[src/rtl/cache_req_arbiter6.sv]
// rtl/cache_req_arbiter6.sv - six-way cache request arbiter with priority, round robin and timeout release
//
// Purpose:
//   Grants one of six requesters at a time to a 6-way cache selector.
//   A grant is issued from IDLE, the selector gets a single launch pulse in
//   ISSUE, and the grant is held in WAIT until the downstream completion
//   pulse arrives or the WAIT counter expires.
//
// Ports:
//   clk        : single clock, rising edge
//   rst        : synchronous active-high reset
//   i_req      : [5:0] level request per requester
//   i_prio_en  : requester 0 wins outright when high and requesting
//   i_free     : completion pulse from downstream (ignored outside WAIT)
//   o_gnt      : [5:0] one-hot grant, held for the whole transaction
//   o_sel      : [5:0] one-hot select to the cache selector, equal to o_gnt
//   o_drive    : single-cycle launch pulse (high in ISSUE)
//   o_busy     : high whenever the arbiter is not in IDLE
//   o_last_id  : [2:0] index of the most recently released grant
//   o_timeout  : single-cycle pulse after a forced release

module cache_req_arbiter6 #(
    parameter int TIMEOUT_CYCLES = 255
) (
    input  logic       clk,
    input  logic       rst,
    input  logic [5:0] i_req,
    input  logic       i_prio_en,
    input  logic       i_free,
    output logic [5:0] o_gnt,
    output logic [5:0] o_sel,
    output logic       o_drive,
    output logic       o_busy,
    output logic [2:0] o_last_id,
    output logic       o_timeout
);

    typedef enum logic [1:0] {
        IDLE  = 2'd0,
        ISSUE = 2'd1,
        WAIT  = 2'd2
    } state_t;

    // Counter value on which a WAIT cycle without i_free forces release.
    localparam logic [7:0] LP_CNT_LAST = 8'(TIMEOUT_CYCLES - 1);

    state_t     r_state;
    logic [5:0] r_gnt;
    logic [2:0] r_winner;
    logic [2:0] r_last_id;
    logic [2:0] r_ptr;
    logic [7:0] r_cnt;
    logic       r_timeout;

    state_t     w_state_nxt;
    logic [5:0] w_gnt_nxt;
    logic [2:0] w_winner_nxt;
    logic [2:0] w_last_id_nxt;
    logic [2:0] w_ptr_nxt;
    logic [7:0] w_cnt_nxt;
    logic       w_timeout_nxt;

    logic       w_found;
    logic [2:0] w_win;
    logic [3:0] w_sum;
    logic [2:0] w_ptr_after;

    // Winner search: priority override for requester 0, otherwise the first
    // set request at or above rr_ptr, wrapping 5 -> 0. The modulo-6 sum is
    // formed in 4 bits so ptr+offset never aliases before the wrap.
    always_comb begin
        w_found = 1'b0;
        w_win   = r_ptr;
        w_sum   = 4'd0;
        if (i_prio_en && i_req[0]) begin
            w_found = 1'b1;
            w_win   = 3'd0;
        end else begin
            for (int k = 0; k < 6; k++) begin
                w_sum = {1'b0, r_ptr} + 4'(k);
                if (w_sum >= 4'd6) begin
                    w_sum = w_sum - 4'd6;
                end
                if (!w_found && i_req[w_sum[2:0]]) begin
                    w_found = 1'b1;
                    w_win   = w_sum[2:0];
                end
            end
        end
    end

    // Pointer value after releasing the current winner.
    always_comb begin
        w_ptr_after = (r_winner == 3'd5) ? 3'd0 : r_winner + 3'd1;
    end

    always_comb begin
        w_state_nxt   = r_state;
        w_gnt_nxt     = r_gnt;
        w_winner_nxt  = r_winner;
        w_last_id_nxt = r_last_id;
        w_ptr_nxt     = r_ptr;
        w_cnt_nxt     = r_cnt;
        w_timeout_nxt = 1'b0;
        case (r_state)
            IDLE: begin
                if (w_found) begin
                    w_gnt_nxt    = 6'b000001 << w_win;
                    w_winner_nxt = w_win;
                    w_cnt_nxt    = 8'd0;
                    w_state_nxt  = ISSUE;
                end
            end
            ISSUE: begin
                w_state_nxt = WAIT;
            end
            WAIT: begin
                // i_free takes precedence over an expiring counter, so a
                // completion on the last allowed cycle is not a timeout.
                if (i_free || (r_cnt == LP_CNT_LAST)) begin
                    w_timeout_nxt = ~i_free;
                    w_gnt_nxt     = 6'b000000;
                    w_last_id_nxt = r_winner;
                    w_ptr_nxt     = w_ptr_after;
                    w_cnt_nxt     = 8'd0;
                    w_state_nxt   = IDLE;
                end else begin
                    w_cnt_nxt = r_cnt + 8'd1;
                end
            end
            default: begin
                w_state_nxt = IDLE;
                w_gnt_nxt   = 6'b000000;
                w_cnt_nxt   = 8'd0;
            end
        endcase
    end

    always_ff @(posedge clk) begin
        if (rst) begin
            r_state   <= IDLE;
            r_gnt     <= 6'b000000;
            r_winner  <= 3'd0;
            r_last_id <= 3'd0;
            r_ptr     <= 3'd0;
            r_cnt     <= 8'd0;
            r_timeout <= 1'b0;
        end else begin
            r_state   <= w_state_nxt;
            r_gnt     <= w_gnt_nxt;
            r_winner  <= w_winner_nxt;
            r_last_id <= w_last_id_nxt;
            r_ptr     <= w_ptr_nxt;
            r_cnt     <= w_cnt_nxt;
            r_timeout <= w_timeout_nxt;
        end
    end

    assign o_gnt     = r_gnt;
    assign o_sel     = r_gnt;
    assign o_drive   = (r_state == ISSUE);
    assign o_busy    = (r_state != IDLE);
    assign o_last_id = r_last_id;
    assign o_timeout = r_timeout;

endmodule
[config.mk]
export PLATFORM = sky130hd
export DESIGN_NAME = cache_req_arbiter6
export DESIGN_NICKNAME = d
export VERILOG_FILES = /design/src/rtl/cache_req_arbiter6.sv
export SDC_FILE = /design/constraint.sdc
export NUM_CORES = 1
export LEC_CHECK = 0
export CORE_MARGIN = 2
export CORE_UTILIZATION = 35
export DETAILED_ROUTE_END_ITERATION = 6
export PLACE_DENSITY_LB_ADDON = 0.05
export SETUP_SLACK_MARGIN = 0.02
export SLEW_MARGIN = 10
export SYNTH_ARGS = -nofsm -noshare
export SYNTH_HDL_FRONTEND = slang
export SYNTH_SLANG_ARGS = --single-unit
[constraint.sdc]
create_clock -name clk -period 3.8 [get_ports clk]
set_clock_uncertainty 0.15 [all_clocks]
set_input_delay 1.14 -clock clk [delete_from_list [all_inputs] [get_ports clk]]
set_output_delay 1.14 -clock clk [all_outputs]
set_load 0.03 [all_outputs]
**After elaboration in Yosys (flattened, before gate mapping)**

Cells that the tools add are included.

- $add $sub $neg: 13
- Multiply operators: 0
- Divide/modulo/power cells: 0
- $lt $le $gt $ge: 12
- Equal/unequal tests: 6
- Shifts and indexed selects: 1
- Muxes and demuxes: 53
- Bitwise logic cells: 4
- Reduce and logical (&&, ||, !) cells: 20

Operators by type and width:

| kind | number |
|---|---|
| 2-to-1 mux 3 bit | 20 |
| less-than comparator 3 x 4 -> 1 bit, second input constant | 6 |
| case mux 8 bit (3 select lines) | 1 |
| greater-or-equal comparator 4 x 3 -> 1 bit, second input constant | 5 |
| binary-select mux 1 bit (select 3 bit) | 6 |
| 2-to-1 mux 1 bit | 18 |
| case mux 6 bit (3 select lines) | 1 |
| subtractor 3 bit, second input constant | 6 |
| 2-to-1 mux 8 bit | 2 |
| 2-to-1 mux 6 bit | 2 |
| adder 3 x 2 -> 4 bit, second input constant | 2 |
| adder 3 x 3 -> 4 bit, second input constant | 2 |
| adder 8 x 1 -> 8 bit, second input constant | 1 |
| == test 8 bit, second input constant | 1 |
| AND reduction 2 bit | 4 |
| logical AND 1 bit | 6 |
| case mux 2 bit (3 select lines) | 1 |
| left shift 1 x 3 -> 6 bit, first input constant | 1 |
| zero test 1 bit | 5 |
| adder 3 x 1 -> 4 bit, second input constant | 1 |
| 2-to-1 mux 2 bit | 2 |
| != test 2 bit, second input constant | 2 |
| inverter 1 bit | 4 |
| adder 3 x 1 -> 3 bit, second input constant | 1 |
| other kinds (9) | 9 |

- Register bits after elaboration: 26
- Bits in latches: 0
- RAM bits: 0
- Bits in read-only memories: 0
- Bits of input ports: 10
- Logic and storage cells: 116
- Memories kept: 0

**Depth between registers and ports, before layout**

Gate-level depths: netlist of run 1.

- Depth in word-level cells: 30
- Gate-level depth with buffers: 13
- Mapped depth without buffers: 10

**Least setup slack after synthesis of run 1**

Ideal clock, no wire load.

- Kind: input -> register
- Start point: in i_req[3]
- End point: reg r_gnt[3], in the netlist o_gnt[3]
- Library setup time: 117 ps
- Arrival: 3,097 ps
- Data required time: 3,533 ps
- Slack: 436 ps
- Stages on the path: 8
- Path through: mux4_2 > nor2b_4 > a2111oi_4 > o211a_4 > nand3b_2 > and2_2 > o21a_1 > a32o_1

- Longest elaborated chain between the ends: 27
- Elaborated cells on any way between the ends: 46

Ends and longest elaborated chain:

| element | RTL line | text |
|---|---|---|
| start: declaration | 27 | `input logic [5:0] i_req,` |
| binary-select mux 1 bit (select 3 bit) | 84 | `if (!w_found && i_req[w_sum[2:0]]) begin` |
| 2-to-1 mux 1 bit (implied by the code) | 84 |  |
| 2-to-1 mux 1 bit | 84 |  |
| 2-to-1 mux 1 bit | 75 | `if (i_prio_en && i_req[0]) begin` |
| zero test 1 bit | 84 |  |
| logical AND 1 bit | 84 |  |
| 2-to-1 mux 1 bit | 84 |  |
| 2-to-1 mux 1 bit | 75 |  |
| [11 not listed] | -- |  |
| 2-to-1 mux 1 bit | 75 |  |
| zero test 1 bit | 84 |  |
| logical AND 1 bit | 84 |  |
| 2-to-1 mux 3 bit | 84 |  |
| 2-to-1 mux 3 bit | 75 |  |
| left shift 1 x 3 -> 6 bit | 108 | `w_gnt_nxt = 6'b000001 << w_win;` |
| 2-to-1 mux 6 bit | 107 | `if (w_found) begin` |
| case mux 6 bit (3 select lines) | 105 | `case (r_state)` |
| end signal: assignment | 150 | `r_gnt <= w_gnt_nxt;` |
| end: declaration | 48 | `logic [5:0] r_gnt;` |

Several ways; a longest one is shown, not always the timed one. The select of a mux whose other input is x is not followed.
A chain may end at the register's enable or synchronous reset.

**Final worst setup path of run 1**

- Start point: in i_req[1]
- End point: reg r_gnt[2], in the netlist o_gnt[2]

Same word-level chain as after synthesis.

==> results of run 1 <==
-- layout by cell type, fill, tap and decap left out, types with 5 or more instances in the layout --
cell and instances:
buf_4 37, nand2_1 17, inv_1 11, a21oi_1 12, mux2_2 6, o2111ai_1 6, xor2_1 7, clkdlybuf4s50_1 27
dfxtp_1 26, xnor2_1 5, o21ai_0 7, nor3_1 7, nor2_1 25, mux2i_1 14, ha_1 10
-- routing by layer --
metal | vias up | part of all wire, %
met5 | - | 0
met4 | 0 | 0.47
met3 | 2 | 2.7
met2 | 28 | 50
met1 | 965 | 47
li1 | 1079 | -
-- where the power goes --
part,internal (mW),switching [mW],total (mW)
registers,0.291,0.0245,0.315
clock network,0.0927,0.0884,0.181
logic,0.209,0.248,0.457
total,0.592,0.361,0.953
-- critical path, cell delays in order --
cell and delay, ns:
clkdlybuf4s50_1 0.46, mux4_2 0.49, nor2b_4 0.15, a2111oi_4 0.28
o211a_4 0.30, buf_4 0.13, a41o_4 0.24, a211oi_2 0.05
and2_1 0.18, a32o_1 0.24
-- repair_timing --
action / in CTS / in global routing
buffers inserted: 0 / 1
resized for setup: 0 / 5
endpoints found under the setup margin: 0 / 6
-- stage by stage --
step | util (%) | TNS, ns | area [um^2] | cells | worst slack, ns
4_1_cts | 45.5 | 0 | 2890 | 389 | 0.0975
3_3_place_gp | 44.6 | -1.73 | 2830 | 385 | -0.168
6_report | 45.9 | 0 | 2910 | 390 | 0.167
5_1_grt | 45.9 | 0 | 2910 | 390 | 0.0206
3_5_place_dp | 44.6 | -1.86 | 2830 | 385 | -0.180
2_1_floorplan | - | 0 | 2300 | 261 | 0.436
-- flip-flops by register name (all words and copies together) (netlist names) --
signal	cells
r_ptr	3
o_last_id	3
r_state	2
o_timeout	1
o_gnt	6
r_cnt	8
r_winner	3
-- final cells by class --
type	instances	area, um^2	area share (%)
multi-input combinational	208	1650	56.7
timing repair buffer	64	548	18.8
sequential	26	520	17.9
tap	77	96.3	3.31
clock buffer	4	55.1	1.89
inverter	11	41.3	1.42
-- path summary, 6_finish.rpt --
check | end | slack, ns | cells after the start
setup reg to reg | o_gnt[4] | 0.30 | 11
setup / recovery | o_gnt[2] | 0.17 | 10
hold reg to reg | o_gnt[4] | 0.34 | 2
hold / removal | o_gnt[4] | 0.34 | 2
-- logic make-up (layout without fill, tap and decap cells) --
| group | count (synthesis) | in the layout |
|---|---|---|
| AO/OA/AOI/OAI | 82 | 82 |
| AND/OR/NAND/NOR | 80 | 80 |
| buffers and inverters | 27 | 79 |
| flip-flops | 26 | 26 |
| multiplexers | 23 | 23 |
| XOR/XNOR | 13 | 13 |
| adder cells (fa/ha/maj) | 10 | 10 |
==> flow_summary_export.csv, run 1 <==
group,metric,value,unit
sta,fin_crit_sh,95.6,%
synthesis,yosysWarnings,0,
synthesis,synth_seq_cells,26,
grt,grt_max_degree,15,
synthesis,synthMuxAreaShare,11.1,%
synthesis,synth_fa_ha_area_share,5.43,%
cells_and_area,post_route_cells_drive_above_1_share,25.6,%
grt,antenna_found_initial,0,
critical_path,startpoint,"i_req[1]",
placed_design,place_congestion,0.772,
power,p_leak,1.10,nW
floorplan,rows,29,
floorplan,dieArea,7240,um^2
grt,grt_pass1_wl,10.3,mm
sta,setup_viol_count_final,0,
synthesis,netlist_top_cells_count,"26 x dfxtp_1, 25 x nor2_1, 17 x nand2_1",
synthesis,postSynthAreaPerCell,8.82,um^2
floorplan,ioPinCount,28,
sta,finalCriticalPeriod,3.63,ns
synthesis,synth_top_area_share,22.6,%
cts,htreeDepth,1,
min_path,worstHoldStart,"o_gnt[4]",
floorplan,initial_core_util,36.3,%
sta,timing.fmax,0.275,GHz
floorplan,die-height,85.1,um
synthesis,synthTopCellsByArea,"dfxtp_1 23%, mux2i_1 6.5%, ha_1 5.4%, nor2_1 4.1%, a21oi_1 3.0%",
power,p_total,0.953,mW
critical_path,endpoint_kind,"register",
routing,via_count,2074,
synthesis,synthXorXnorAreaFrac,5.76,%
cts,cts_buffers,3,
critical_path,cp-start-kind,"primary input",
cells_and_area,area_growth,26.5,%
power,cellPowerDensity,327,nW/um^2
critical_path,crit_required,3.82,ns
grt,grtUsageMet3,1.56,%
critical_path,crit_arrival,3.65,ns
placed_design,dpl.hpwl,4.88,mm
cts,hold_buffers,0,
sta,worst_pin_slew,0.613,ns
synthesis,synth_area,2300,um^2
power,ir_drop,215,uV
min_path,hp-class,"reg -> reg",
cts,clk_pin_slew,0.09,ns
routing,ant_nets,0,
cells_and_area,fill_cells,633,
sta,hold_viol,0,
cts,clk_latency,0.27,ns
synthesis,yosysSeqAreaShare,22.6,%
sta,rsz0062_at_grt,"false",
sta,drv_slew,0,
synthesis,synth-compound-area-share,29.9,%
synthesis,ys_types,71,
critical_path,critPathMaxFanout,7,
sta,whs,0.339,ns
grt,grt_util_met2,31.6,%
grt,grt.busiest_layer,"met2",
synthesis,synth_top_area_cell,"dfxtp_1",
cts,clock-sinks,26,
synthesis,ys_dominant_reg_cell,"dfxtp_1",
synthesis,async_flop_share,0,%
cells_and_area,diodes,0,
synthesis,yosys.area_share.simple,18.8,%
synthesis,synth_edf_count,0,
grt,grt_pass1_vias,2095,
flow_run,cap_violations,0,
synthesis,yosysMostFrequentCell,"dfxtp_1",
synthesis,synthCells,261,
routing,wl_per_cell,15.9,um
routing,drt_pass1_iterations,4,
synthesis,syn_nets,281,
grt,grtUsageTotal,17.7,%
synthesis,synth_top_family_by_area,"compound AO/OA/AOI/OAI gates",
routing,drcViolationCount,0,
placed_design,io_buffers,27,
run_status,status,"completed",
floorplan,coreArea,6350,um^2
cells_and_area,finalNetCount,334,
routing,wl,6.21,mm
cts,cts_root_buf,"clkbuf_8",
cts,cts_buffer_depth,2,
cts,cts_tree,"done",
grt,gr-usage-met1,22.9,%
sta,slew_headroom,58.8,%
floorplan,die_x,85.1,um
critical_path,regToRegStartpoint,"r_ptr[1]",
critical_path,criticalPathCategory,"in -> reg",
routing,drt_iter0_markers,112,
grt,grt_overflow_total,0,
routing,via_per_inst,5.32,
(Power assumes the default switching activity.)
==> run 2: changes to the inputs <==
--- a/config.mk
+++ b/config.mk
@@ -7,10 +7,13 @@
 export LEC_CHECK = 0
 export CORE_MARGIN = 2
 export CORE_UTILIZATION = 35
+export CTS_CLUSTER_DIAMETER = 60
 export DETAILED_ROUTE_END_ITERATION = 6
+export HOLD_SLACK_MARGIN = 0.06
 export PLACE_DENSITY_LB_ADDON = 0.05
 export SETUP_SLACK_MARGIN = 0.02
 export SLEW_MARGIN = 10
 export SYNTH_ARGS = -nofsm -noshare
 export SYNTH_HDL_FRONTEND = slang
 export SYNTH_SLANG_ARGS = --single-unit
+export TNS_END_PERCENT = 100
==> results of run 2 <==
The final DEF is identical to that of run 1; final timing and power are the same.
==> run 3: changes to the inputs <==
--- a/config.mk
+++ b/config.mk
@@ -5,7 +5,7 @@
 export SDC_FILE = /design/constraint.sdc
 export NUM_CORES = 1
 export LEC_CHECK = 0
-export CORE_MARGIN = 2
+export CORE_MARGIN = 4
 export CORE_UTILIZATION = 35
 export CTS_CLUSTER_DIAMETER = 60
 export DETAILED_ROUTE_END_ITERATION = 6
==> constraint.sdc (replaced) <==
create_clock -name clk -period 4.51 [get_ports clk]
set_clock_uncertainty 0.15 [all_clocks]
set_input_delay 0.6765 -clock clk [delete_from_list [all_inputs] [get_ports clk]]
set_output_delay 0.6765 -clock clk [all_outputs]
set_load 0.03 [all_outputs]
==> flow_summary_export.csv, run 3 (synthesis results as in run 1) <==
group,metric,value,unit
run_status,status,"completed",
cts,cts_root_buf,"clkbuf_8",
placed_design,place_congestion,0.846,
cells_and_area,largest_reg_flops,8,
power,p_total,0.751,mW
floorplan,coreArea,6390,um^2
flow_run,cap_violations,0,
routing,wl,5.72,mm
critical_path,rrSetupSlack,0.95,ns
sta,hold_viol,0,
power,power_frac_comb,44.7,%
critical_path,cp-start-kind,"register",
placed_design,io_buffers,27,
grt,grt_pass1_wl,9.56,mm
critical_path,endpoint_kind,"register",
sta,finalCriticalPeriod,3.56,ns
cells_and_area,regMostFlops,"r_cnt",
cells_and_area,post_route_cells_drive_above_1_share,15.7,%
critical_path,crit_required,4.51,ns
power,p_switching,0.290,mW
routing,drcViolationCount,0,
routing,via_per_inst,5.53,
grt,grt_max_degree,18,
cts,cts_resized,0,
cts,cts_buffers,3,
sta,worst_pin_slew,0.636,ns
routing,drt_iter0_markers,58,
cells_and_area,diodes,0,
min_path,hp-class,"reg -> reg",
power,intPower,0.461,mW
sta,setup_viol_count_final,0,
floorplan,die_x,89.1,um
cells_and_area,stdcell_area,2660,um^2
floorplan,die-height,89.1,um
floorplan,ioPinCount,28,
power,ir_drop,169,uV
routing,drt_pass1_iterations,4,
grt,grtUsageTotal,15.3,%
min_path,worstHoldPathCells,2,
cells_and_area,layout_common_cells,"27 x clkdlybuf4s50_1, 26 x dfxtp_1, 25 x nor2_1",
critical_path,critPathMaxFanout,10,
cells_and_area,area_growth,15.3,%
placed_design,dpl.hpwl,4.51,mm
cts,clk_pin_slew,0.09,ns
cts,cts_tree,"done",
routing,ant_nets,0,
cts,clock-sinks,26,
power,seqPwrFrac,35.3,%
sta,rsz0062_at_grt,"false",
cts,post_cts_buffers,0,
routing,via_count,1981,
cts,clk_latency,0.27,ns
cells_and_area,final_common_cell,"clkdlybuf4s50_1",
cells_and_area,fill_cells,639,
power,p_clk_share,20.0,%
sta,slew_headroom,57.5,%
cells_and_area,finalNetCount,302,
cts,htreeDepth,1,
sta,tns,0,ns
sta,drv_slew,0,
power,sw_frac_of_total,38.6,%
floorplan,initial_core_util,36.1,%
placed_design,place_area,2600,um^2
grt,grt_pass1_vias,1942,
cts,cts_buffer_depth,2,
sta,timing.fmax,0.281,GHz
power,p_leak,0.939,nW
critical_path,r2r_cells,11,
cts,hold_buffers,0,
sta,fin_crit_sh,79.0,%
floorplan,rows,29,
floorplan,dieArea,7940,um^2
grt,antenna_found_initial,0,
power,cellPowerDensity,283,nW/um^2
routing,wl_per_cell,16.0,um
critical_path,criticalPathCategory,"reg -> reg",
grt,grt_overflow_total,0,
critical_path,crit_arrival,3.56,ns
==> run 3: worst max-delay path, stage by stage (launching register included) <==
cell,delay [ns]
dfxtp_1,0.31
buf_4,0.18
inv_1,0.13
ha_1,0.42
mux4_2,0.56
nor2b_4,0.16
a2111oi_4,0.36
o211ai_2,0.21
nor4_4,0.36
nor2_1,0.11
a21oi_1,0.34
o21ai_0,0.14
==> run 3: area by class of cell <==
type                       count  area, um^2  area share, %
inverter                      11        41.3           1.56
tap                           77        96.3           3.63
timing repair buffer          32         308           11.6
sequential                    26         520           19.6
multi-input combinational    208        1630           61.5
clock buffer                   4        55.1           2.07
==> run 3: worst paths after layout <==
kind | start | to
max | r_ptr[2] | r_winner[2]
min | o_gnt[4] | o_gnt[4]
max reg2reg | r_ptr[2] | r_winner[2]
min reg2reg | o_gnt[4] | o_gnt[4]
==> run 3: through the flow <==
step / instances / util (%) / hold slack, ns / setup WS (ns)
detailed placement: 354 / 40.7 / 0.315 / 0.895
global placement: 354 / 40.7 / 0.323 / 0.891
global route: 358 / 41.6 / 0.357 / 0.689
CTS: 358 / 41.6 / 0.337 / 0.910
finish: 358 / 41.6 / 0.331 / 0.949
floorplan: 261 / - / 0.322 / 1.18
==> run 3: power groups by stage <==
stage / clock, mW / sequential, mW / combinational (mW)
after floorplan: 0 / 0.276 / 0.245
after CTS: 0.154 / 0.265 / 0.337
final: 0.150 / 0.265 / 0.335
after global placement: 0 / 0.271 / 0.339
after detailed placement: 0 / 0.271 / 0.335
after global routing: 0.162 / 0.269 / 0.367
==> run 3: layer usage <==
metal | share of wire, % | vias to the layer above | global-route usage [%]
met3 | 2.9 | 8 | 1.11
met5 | 0 | - | 0
met1 | 48 | 923 | 20.1
met2 | 47 | 40 | 26.4
li1 | - | 1010 | -
met4 | 2.3 | 0 | 5.41
